--- config.mk ---
export PLATFORM = sky130hd
export DESIGN_NAME = answer_pattern_gen_flat
export DESIGN_NICKNAME = d
export VERILOG_FILES = /design/src/rtl/answer_pattern_gen_pkg.sv /design/src/rtl/answer_pattern_gen_if.sv /design/src/rtl/answer_pattern_gen_lfsr.sv /design/src/rtl/answer_pattern_gen.sv /design/src/flat_wrapper.sv
export SDC_FILE = /design/constraint.sdc
export NUM_CORES = 1
export LEC_CHECK = 0
export ABC_AREA = 1
export CORE_AREA = 2 2 118 74
export CTS_CLUSTER_DIAMETER = 80
export DETAILED_ROUTE_END_ITERATION = 8
export DIE_AREA = 0 0 120 76
export PLACE_DENSITY = 0.72
export SLEW_MARGIN = 25
export SYNTH_ARGS = -nofsm -noshare
export SYNTH_HDL_FRONTEND = slang
export SYNTH_SLANG_ARGS = --single-unit
--- constraint.sdc ---
create_clock -name clk -period 1.42 [get_ports clk]
set_input_delay 0.213 -clock clk [delete_from_list [all_inputs] [get_ports clk]]
set_output_delay 0.213 -clock clk [all_outputs]
set_load 0.05 [all_outputs]
--- src/rtl/answer_pattern_gen_pkg.sv ---
// Shared types and constants for the mole-game answer pattern source.
// Holds the FSM state type and the LFSR / answer-word geometry.
package mole_pkg;

  typedef enum logic [1:0] {
    IDLE,
    FILL,
    DONE
  } state_t;

  localparam logic [15:0] LFSR_POLY = 16'hB400;
  localparam int NIBBLES_PER_WORD = 8;
  localparam int NIBBLE_W = 4;
  localparam int WORD_W = NIBBLES_PER_WORD * NIBBLE_W;
  localparam int IDX_W = $clog2(NIBBLES_PER_WORD);

endpackage

--- src/rtl/answer_pattern_gen_if.sv ---
// Request / answer-word bundle between the game core and the pattern source.
// master: game core side, slave: pattern generator side.
interface answer_pattern_gen_if;

  logic        game_start;
  logic        change_answer;
  logic        seed_load;
  logic [15:0] seed_in;
  logic [31:0] data_out;
  logic        write_enable;
  logic        busy;
  logic [7:0]  pattern_count;

  modport master (
    output game_start,
    output change_answer,
    output seed_load,
    output seed_in,
    input  data_out,
    input  write_enable,
    input  busy,
    input  pattern_count
  );

  modport slave (
    input  game_start,
    input  change_answer,
    input  seed_load,
    input  seed_in,
    output data_out,
    output write_enable,
    output busy,
    output pattern_count
  );

endinterface

--- src/rtl/answer_pattern_gen_lfsr.sv ---
// 16-bit Galois LFSR with seed load; a zero seed is replaced by
// SEED_RST so the register can never lock up at zero.
module lfsr16_galois
  import mole_pkg::*;
#(
  parameter logic [15:0] SEED_RST = 16'hACE1
) (
  input  logic        clk,
  input  logic        reset,
  input  logic        load,
  input  logic        en,
  input  logic [15:0] seed,
  output logic [15:0] q
);

  logic [15:0] q_step;

  assign q_step = (q >> 1) ^ (q[0] ? LFSR_POLY : 16'h0000);

  always_ff @(posedge clk) begin
    if (reset) begin
      q <= SEED_RST;
    end else if (load) begin
      q <= (seed == 16'h0000) ? SEED_RST : seed;
    end else if (en) begin
      q <= q_step;
    end
  end

endmodule

--- src/rtl/answer_pattern_gen.sv ---
// Answer pattern source: assembles 8 random hole positions per request.
// Define PATTERN_NO_REPEAT_EN to forbid equal adjacent nibbles in a word.
module answer_pattern_gen
  import mole_pkg::*;
#(
  parameter int          NUM_HOLES = 9,
  parameter logic [15:0] SEED_RST  = 16'hACE1
) (
  input  logic                 clk,
  input  logic                 reset,
  answer_pattern_gen_if.slave  bus
);

  localparam logic [NIBBLE_W:0] HOLES = (NIBBLE_W + 1)'(NUM_HOLES);
  localparam logic [IDX_W-1:0] LAST_IDX = IDX_W'(NIBBLES_PER_WORD - 1);

  state_t              state;
  state_t              state_nxt;
  logic [IDX_W-1:0]    idx;
  logic [WORD_W-1:0]   sr;
  logic [WORD_W-1:0]   sr_nxt;
  logic [WORD_W-1:0]   word_q;
  logic [7:0]          cnt_q;
  logic                pending;
  logic [15:0]         q;
  logic [NIBBLE_W-1:0] cand;
  logic                req;
  logic                accept;
  logic                last;

  assign req  = bus.game_start | bus.change_answer;
  assign cand = q[NIBBLE_W-1:0];

  lfsr16_galois #(
    .SEED_RST (SEED_RST)
  ) u_lfsr (
    .clk   (clk),
    .reset (reset),
    .load  (bus.seed_load && (state == IDLE)),
    .en    (state == FILL),
    .seed  (bus.seed_in),
    .q     (q)
  );

  always_comb begin
    accept = ({1'b0, cand} < HOLES);
`ifdef PATTERN_NO_REPEAT_EN
    // sr's top nibble is the most recently accepted one
    if ((idx != '0) && (cand == sr[WORD_W-1 -: NIBBLE_W])) begin
      accept = 1'b0;
    end
`endif
    last   = accept && (idx == LAST_IDX);
    sr_nxt = {cand, sr[WORD_W-1:NIBBLE_W]};
  end

  always_comb begin
    state_nxt = state;
    unique case (state)
      IDLE:    if (req) state_nxt = FILL;
      FILL:    if (last) state_nxt = DONE;
      DONE:    state_nxt = (pending || req) ? FILL : IDLE;
      default: state_nxt = IDLE;
    endcase
  end

  always_ff @(posedge clk) begin
    if (reset) begin
      state   <= IDLE;
      idx     <= '0;
      sr      <= '0;
      word_q  <= '0;
      cnt_q   <= '0;
      pending <= 1'b0;
    end else begin
      state <= state_nxt;
      unique case (state)
        IDLE: begin
          if (req) begin
            idx <= '0;
            sr  <= '0;
          end
        end
        FILL: begin
          if (req) pending <= 1'b1;
          if (accept) begin
            sr  <= sr_nxt;
            idx <= idx + 1'b1;
          end
          // publish the finished word as DONE begins
          if (last) begin
            word_q <= sr_nxt;
            cnt_q  <= cnt_q + 8'd1;
          end
        end
        DONE: begin
          pending <= 1'b0;
          idx     <= '0;
          sr      <= '0;
        end
        default: ;
      endcase
    end
  end

  assign bus.data_out      = word_q;
  assign bus.write_enable  = (state == DONE);
  assign bus.busy          = (state != IDLE);
  assign bus.pattern_count = cnt_q;

endmodule
--- src/flat_wrapper.sv ---
// flat-port wrapper written by rule: the top's interface ports become plain ports
module answer_pattern_gen_flat import mole_pkg::*;
#(
  parameter int          NUM_HOLES = 9,
  parameter logic [15:0] SEED_RST  = 16'hACE1
)
  (clk, reset, bus_game_start, bus_change_answer, bus_seed_load, bus_seed_in, bus_data_out, bus_write_enable, bus_busy, bus_pattern_count);
  answer_pattern_gen_if bus_i ();
  input  logic clk;
  input  logic reset;
  input wire logic [$bits(bus_i.game_start)-1:0] bus_game_start;
  input wire logic [$bits(bus_i.change_answer)-1:0] bus_change_answer;
  input wire logic [$bits(bus_i.seed_load)-1:0] bus_seed_load;
  input wire logic [$bits(bus_i.seed_in)-1:0] bus_seed_in;
  output wire logic [$bits(bus_i.data_out)-1:0] bus_data_out;
  output wire logic [$bits(bus_i.write_enable)-1:0] bus_write_enable;
  output wire logic [$bits(bus_i.busy)-1:0] bus_busy;
  output wire logic [$bits(bus_i.pattern_count)-1:0] bus_pattern_count;
  assign bus_i.game_start = bus_game_start;
  assign bus_i.change_answer = bus_change_answer;
  assign bus_i.seed_load = bus_seed_load;
  assign bus_i.seed_in = bus_seed_in;
  assign bus_data_out = bus_i.data_out;
  assign bus_write_enable = bus_i.write_enable;
  assign bus_busy = bus_i.busy;
  assign bus_pattern_count = bus_i.pattern_count;
  answer_pattern_gen #(.NUM_HOLES(NUM_HOLES), .SEED_RST(SEED_RST)) u_core (.clk(clk), .reset(reset), .bus(bus_i));
endmodule
==> results.md, run 1 <==
* Avg Cell Area, Syn at 7.321 µm²
* Hold path depth at 3
* Pwr per Cell Area at 1011 mW/mm²
* Cells on worst reg2reg path at 9
* Sequential fraction of the synthesis area at 48.06%
* Via-per-instance ratio at 5.331
* Worst-skew pair later-pin latency at 0.34 ns
* Core area at 0.008165 mm²
* Clock Path Buffers at 2
* Met3 routed WL at slightly above 700 µm
* PnR worst setup slack at -0.04933 ns
* Met1 WL at 4.600 mm
* Mapped Cells at 512
* Die height at about 76 µm
* Top cells by count, synth: nand2_1, dfxtp_1, a21oi_1
* Antenna fix cells at 0
* Seq cells post-synth at 90
* Highest routed layer: met4
* Period minus WS final at around 1.5 ns
* Nets at 614
* Register-to-register setup slack at -0.05 ns
* Fin cells at 707
* Initial Util at 45.91%
* Number of synthesized flops with an enable pin at 0
* Wire length per cell at 14.64 µm
* Fmax at a little under 700 MHz
* FF-to-FF Start: u_core.idx[1]
* Synth top area cells: dfxtp_1, nand2_1, a21oi_1
* Final Max Tran Viols at 0
* Worst hold path type: input port to flop
* Mux share of post-synthesis cell area at 0%
* First-iteration detailed-routing DRC count at around 350
* Synth unique cells at 22
* I/O pin cnt at 63
* Clock sink count at 90
* WP data arrival at 1.70 ns
* RSZ-0062 raised after global routing: yes
* Hold endpoint: u_core.idx[1]
* Synth Area in Compound Gates at 14.62%
* Post-synth top area share at between 40% and 50%
* Post-synthesis xor/xnor area fraction at 1.168%
* CTS buffer count at 9
* Failing checks: setup timing
* First-pass detailed-route iteration total at 7
* Final period utilization at 103.5%
* Largest family of logic cells by synthesized area: simple AND/OR/NAND/NOR gates
* Die width at approximately 120 µm
* Share of layout cells above drive strength 1 at 22.35%
* Area grow syn2layout at 49.43%
* Adder-Cell Fraction of Synth Area at 1.001%
* CTS tree: done
* Row count at 26
* Hold Fails Final Rpt at 0
* Port Buffers at 62
* Cts hold-fix bufs at 0
* Hold path startpoint: reset
* Placed cell count at 679
* Post-Synth Simple-Gate Area at between 20% and 30%
* DP HPWL at 6.479 mm
* Routability cong. at approximately 0.83
* Vias at 3769
* Crit path kind: flop to flop
* Reg2reg end: u_core.bus.pattern_count[1]
* Leakage power at 2.062 nW
* Maximum number of pins on one net before global-route repair at 66
* Area leader, netlist: dfxtp_1
* DRC Markers at 0
* Most frequent cell after synthesis: nand2_1
* Yosys warning count at 0
* # H-tree levels at 3
* GRT overflow at 0
* Peak supply drop at 0.0006379 V
* DRT Wirelength at 10.35 mm
* Met2 wire len at 4.903 mm
* Gr usage total at roughly 21%
* Vias in the first global route at between 3k and 4k
* Antenna Nets Post-Route at 0
* Status: complete, but fails checks
* Fraction of registers with async set/reset at 0%
* Layout fillers at 652
* Startpoint types: flop
* Final setup violation count at 20
* First-pass GRT wire length at 16.16 mm
* Syn Nets at 536
* Full die area at 0.009120 mm²
* Root buffer cell: clkbuf_16
* CP Capture Type: flop
* Max-Cap Viols at 0
* Pre-CTS WS at -0.2072 ns
* CP Max Fanout at 5
* Worst-path clk slew at about 0.06 ns
* Post-synth top flop: dfxtp_1
* Crit path required time at 1.65 ns
* Worst-Margin Slew at 0.3167 ns
* Mapped Area at 0.003749 mm²
* Slew headroom at 78.86%
* Number of antenna violations at the first check in global routing at 0
* Clk_skew at roughly 0.0057 ns
==> cell type report <==
class                   count  area (µm²)  area share, %
clock buffers               9       225.2          4.021
well taps                 112       140.1          2.502
repair buffers            102        1479          26.40
clock inverters             7       76.32          1.363
inverters                  27       101.3          1.809
multi-input cells         360        1770          31.61
flip-flops and latches     90        1809          32.30
==> sequential cells by signal, summed over array words and instances (netlist names) <==
| name | cells |
|---|---|
| u_core.bus.pattern_count | 8 |
| u_core.bus.data_out | 32 |
| u_core.u_lfsr.q | 16 |
| u_core.idx | 3 |
| u_core.state | 2 |
| u_core.pending | 1 |
| u_core.sr | 28 |
==> critical path, stage by stage (launching register included) <==
cell and delay (ns):
dfxtp_2 0.36, ha_4 0.15, ha_4 0.16, nand2_4 0.07
nor2_4 0.16, buf_6 0.16, buf_12 0.12, nand2_1 0.06
o21ai_1 0.07, inv_1 0.05
==> timing repair <==
action | 4_1_cts | 5_1_grt
cloned | 0 | 3
endpoints found under the setup margin | 20 | 70
gates resized for setup | 8 | 29
buffers inserted | 0 | 9
pin swaps | 0 | 6
==> placed cells by master, fill, tap and decap left out, drive strengths merged, types with 3 or more instances in the layout <==
cell	n
nand2	148
dfxtp	90
a21oi	83
buf	80
nand3	69
inv	28
nor2	27
clkdlybuf4s50	19
o21ai	18
clkbuf	12
xnor2	5
ha	3
clkinv	3
==> worst max path at each step <==
stage	slack, ns	end	cells past startpoint	startpoint
2_1_floorplan	0.004	u_core.bus.pattern_count[6]	7	u_core.bus.pattern_count[3]
3_3_place_gp	-0.15	u_core.u_lfsr.q[12]	6	bus_seed_load
3_5_place_dp	-0.21	u_core.u_lfsr.q[9]	8	bus_seed_load
4_1_cts	0.005	u_core.bus.data_out[25]	7	u_core.idx[1]
5_1_grt	-0.12	u_core.bus.data_out[31]	8	u_core.idx[1]
6_report	-0.05	u_core.bus.pattern_count[1]	9	u_core.idx[1]
==> per-layer routing <==
layer / track usage, % / up-vias
met2: 35.06 / 141
met3: 5.689 / 17
met5: 0 / -
li1: - / 1838
met4: 4.588 / 0
met1: 28.54 / 1773
==> through the flow <==
step	hold WS (ns)	setup TNS (ns)	instance area, µm²	total power [mW]	util [%]
floorplan	0.3618	0	3754	3.044	-
global placement	0.4465	-1.700	5021	3.259	61.49
detailed placement	0.4560	-3.242	5021	3.271	61.49
CTS	0.3477	0	5348	5.641	65.49
global route	0.3752	-3.389	5602	5.839	68.60
finish	0.3543	-0.4989	5602	5.661	68.60
==> where the power goes <==
group | switching [mW] | leakage (nW) | internal (mW)
Clock | 1.01 | 0.142 | 1.38
Sequential | 0.0446 | 0.732 | 2.59
Combinational | 0.375 | 1.19 | 0.259
==> cells by family (layout without fill, tap and decap cells) <==
logic type / after synthesis / after routing
AO/OA/AOI/OAI: 107 / 107
XOR/XNOR: 5 / 5
adder cells (fa/ha/maj): 3 / 3
buffers and inverters: 62 / 145
flip-flops: 90 / 90
AND/OR/NAND/NOR: 245 / 245
(Power assumes the default switching activity.)
==> run 2: changes to the inputs <==
--- a/config.mk
+++ b/config.mk
@@ -10,6 +10,7 @@
 export CTS_CLUSTER_DIAMETER = 80
 export DETAILED_ROUTE_END_ITERATION = 8
 export DIE_AREA = 0 0 120 76
+export GPL_TIMING_DRIVEN = 0
 export PLACE_DENSITY = 0.72
 export SLEW_MARGIN = 25
 export SYNTH_ARGS = -nofsm -noshare
==> results.md, run 2 (synthesis results as in run 1) <==
* Nets at around 620
* DP Area at 0.004504 mm²
* Worst-Margin Slew at 0.6642 ns
* Post-layout util at 62.58%
* Vias in the first global route at 3425
* Leakage power at 1.956 nW
* Crit path kind: flop to flop
* Max-Cap Viols at 0
* WP data arrival at roughly 1.7 ns
* Root buffer cell: clkbuf_16
* CP bufs+invs at 2
* Fin cells at 712
* Full die area at 0.009120 mm²
* Initial Util at 45.91%
* CTS tree: done
* Cells on worst reg2reg path at 8
* DP HPWL at 6.806 mm
* Most common cell after layout, fill and taps aside: nand2_1
* Failing checks: setup timing
* Crit-path cells: ha_4, ha_4, nand2_4, nor2_4, buf_6, buf_12, nand2_2, a21oi_2
* Crit path depth at 8
* Design Area, Final at between 0.005 and 0.006 mm²
* CP Capture Type: flop
* Wire length per cell at 14.27 µm
* Final period utilization at 100.7%
* Fmax at 699.4 MHz
* Startpoint types: flop
* Multi-input gate area at 0.001884 mm²
* First-pass GRT wire length at around 16 mm
* Port Buffers at 61
* Clock sink count at 90
* Die height at between 70 and 80 µm
* PnR worst setup slack at -0.009849 ns
* Routability cong. at between 0.8 and 0.9
* Crit path required time at 1.69 ns
* Pwr per Cell Area at 1102 mW/mm²
* Hold Fails Final Rpt at 0
* Largest register FFs at 32
* Cell mode on critical path: ha_4
* Pre-CTS WS at -0.6137 ns
* Tot Pwr at 5.629 mW
* Via-per-instance ratio at 5.197
* Final Max Tran Viols at 0
* Worst-path clk slew at about 0.060 ns
* CTS buffer count at 9
* Row count at 26
* DRT Wirelength at 10.16 mm
* Placed cell count at 685
* Vias at around 3.7k
* DRC Markers at 0
* Area grow syn2layout at 36.32%
* I/O pin cnt at 63
* Core area at 0.008165 mm²
* CP Max Fanout at 5
* Worst-skew pair later-pin latency at 0.35 ns
* Share of layout cells above drive strength 1 at around 25%
* Status: complete, but fails checks
* Peak supply drop at 0.0006144 V
* Clk_skew at roughly 0.0056 ns
* CP peak stage delay at 0.36 ns
* Antenna fix cells at 0
* Worst hold path type: input port to flop
* Clock Path Buffers at 2
* Final setup violation count at 1
* Period minus WS final at 1.430 ns
* Slew headroom at 55.72%
* Layout fillers at 741
* First-iteration detailed-routing DRC count at 341
* Die width at 120 µm
* Number of antenna violations at the first check in global routing at 0
* Commonest cells after routing, fill and taps aside: nand2_1, dfxtp_1, nand3_1
* RSZ-0062 raised after global routing: yes
* GRT overflow at 0
* Gr usage total at 22.46%
* # H-tree levels at 3
* Antenna Nets Post-Route at 0
* Register Area at 0.001814 mm²
* Maximum number of pins on one net before global-route repair at 20
* Top delay family on crit path: flip-flops
* First-pass detailed-route iteration total at 5
* Hold path depth at 4
* CP max-delay cell: dfxtp_4
## run 2: cell types whose count changed in the layout (fill, tap and decap cells not counted), sizes merged
cell,change
clkdlybuf4s15,+18
buf,-45
inv,-2
clkbuf,+32
clkinv,+3
clkinvlp,-1
## run 2: cell type report
cell class / instances / area share [%]
Buffer: 33 / 4.603
Clock buffer: 9 / 4.407
Clock inverter: 7 / 1.371
Inverter: 27 / 2.032
Multi-Input combinational cell: 360 / 36.88
Sequential cell: 90 / 35.50
Tap cell: 112 / 2.742
Timing Repair Buffer: 74 / 12.46
## run 2: power by group
part	internal (mW)	leakage (nW)	switching, mW
registers	2.59	0.733	0.0542
clock network	1.36	0.145	1.00
logic	0.236	1.08	0.381
total	4.19	1.96	1.44
## run 2: per-layer routing
layer	vias to the layer above	global-route usage [%]	wire [µm]
li1	1851	-	-
met3	12	5.689	525
met1	1741	31.49	4897
met5	-	0	0
met4	0	6.000	108
met2	96	34.55	4627
## run 2: tightest hold or removal path, stage by stage
cell and delay [ns]:
clkbuf_1 0.22, nor2_1 0.16, o21ai_1 0.07, inv_1 0.04
## run 2: repair_timing
action	CTS	global route
setup buffers	8	4
resized for setup	122	115
pin swaps	8	16
hold buffers	0	0
hold endpoints to repair	0	0
endpoints found under the setup margin	123	117
cloned	2	0
## run 2: path summary, 6_finish.rpt
path	start	endpoint	slack, ns
hold reg to reg	u_core.sr[4]	u_core.bus.data_out[0]	0.47
hold / removal	reset	u_core.bus.pattern_count[1]	0.39
setup reg to reg	u_core.idx[0]	u_core.bus.pattern_count[0]	-0.01
setup / recovery	u_core.idx[0]	u_core.bus.pattern_count[0]	-0.01
## run 2: metrics by stage
| stage | setup TNS [ns] | hold slack (ns) |
|---|---|---|
| after global routing | -0.3871 | 0.4235 |
| after global placement | -20.70 | 0.4452 |
| final | -0.009849 | 0.3878 |
| after detailed placement | -23.71 | 0.4543 |
| after floorplan | 0 | 0.3618 |
| after CTS | -0.6516 | 0.3827 |
==> run 3: changes to the inputs <==
--- a/config.mk
+++ b/config.mk
@@ -8,6 +8,7 @@
 export ABC_AREA = 1
 export CORE_AREA = 2 2 118 74
 export CTS_CLUSTER_DIAMETER = 80
+export CTS_CLUSTER_SIZE = 40
 export DETAILED_ROUTE_END_ITERATION = 8
 export DIE_AREA = 0 0 120 76
 export GPL_TIMING_DRIVEN = 0
==> results of run 3 <==
No change in the layout: final DEF, timing and power equal those of run 2.
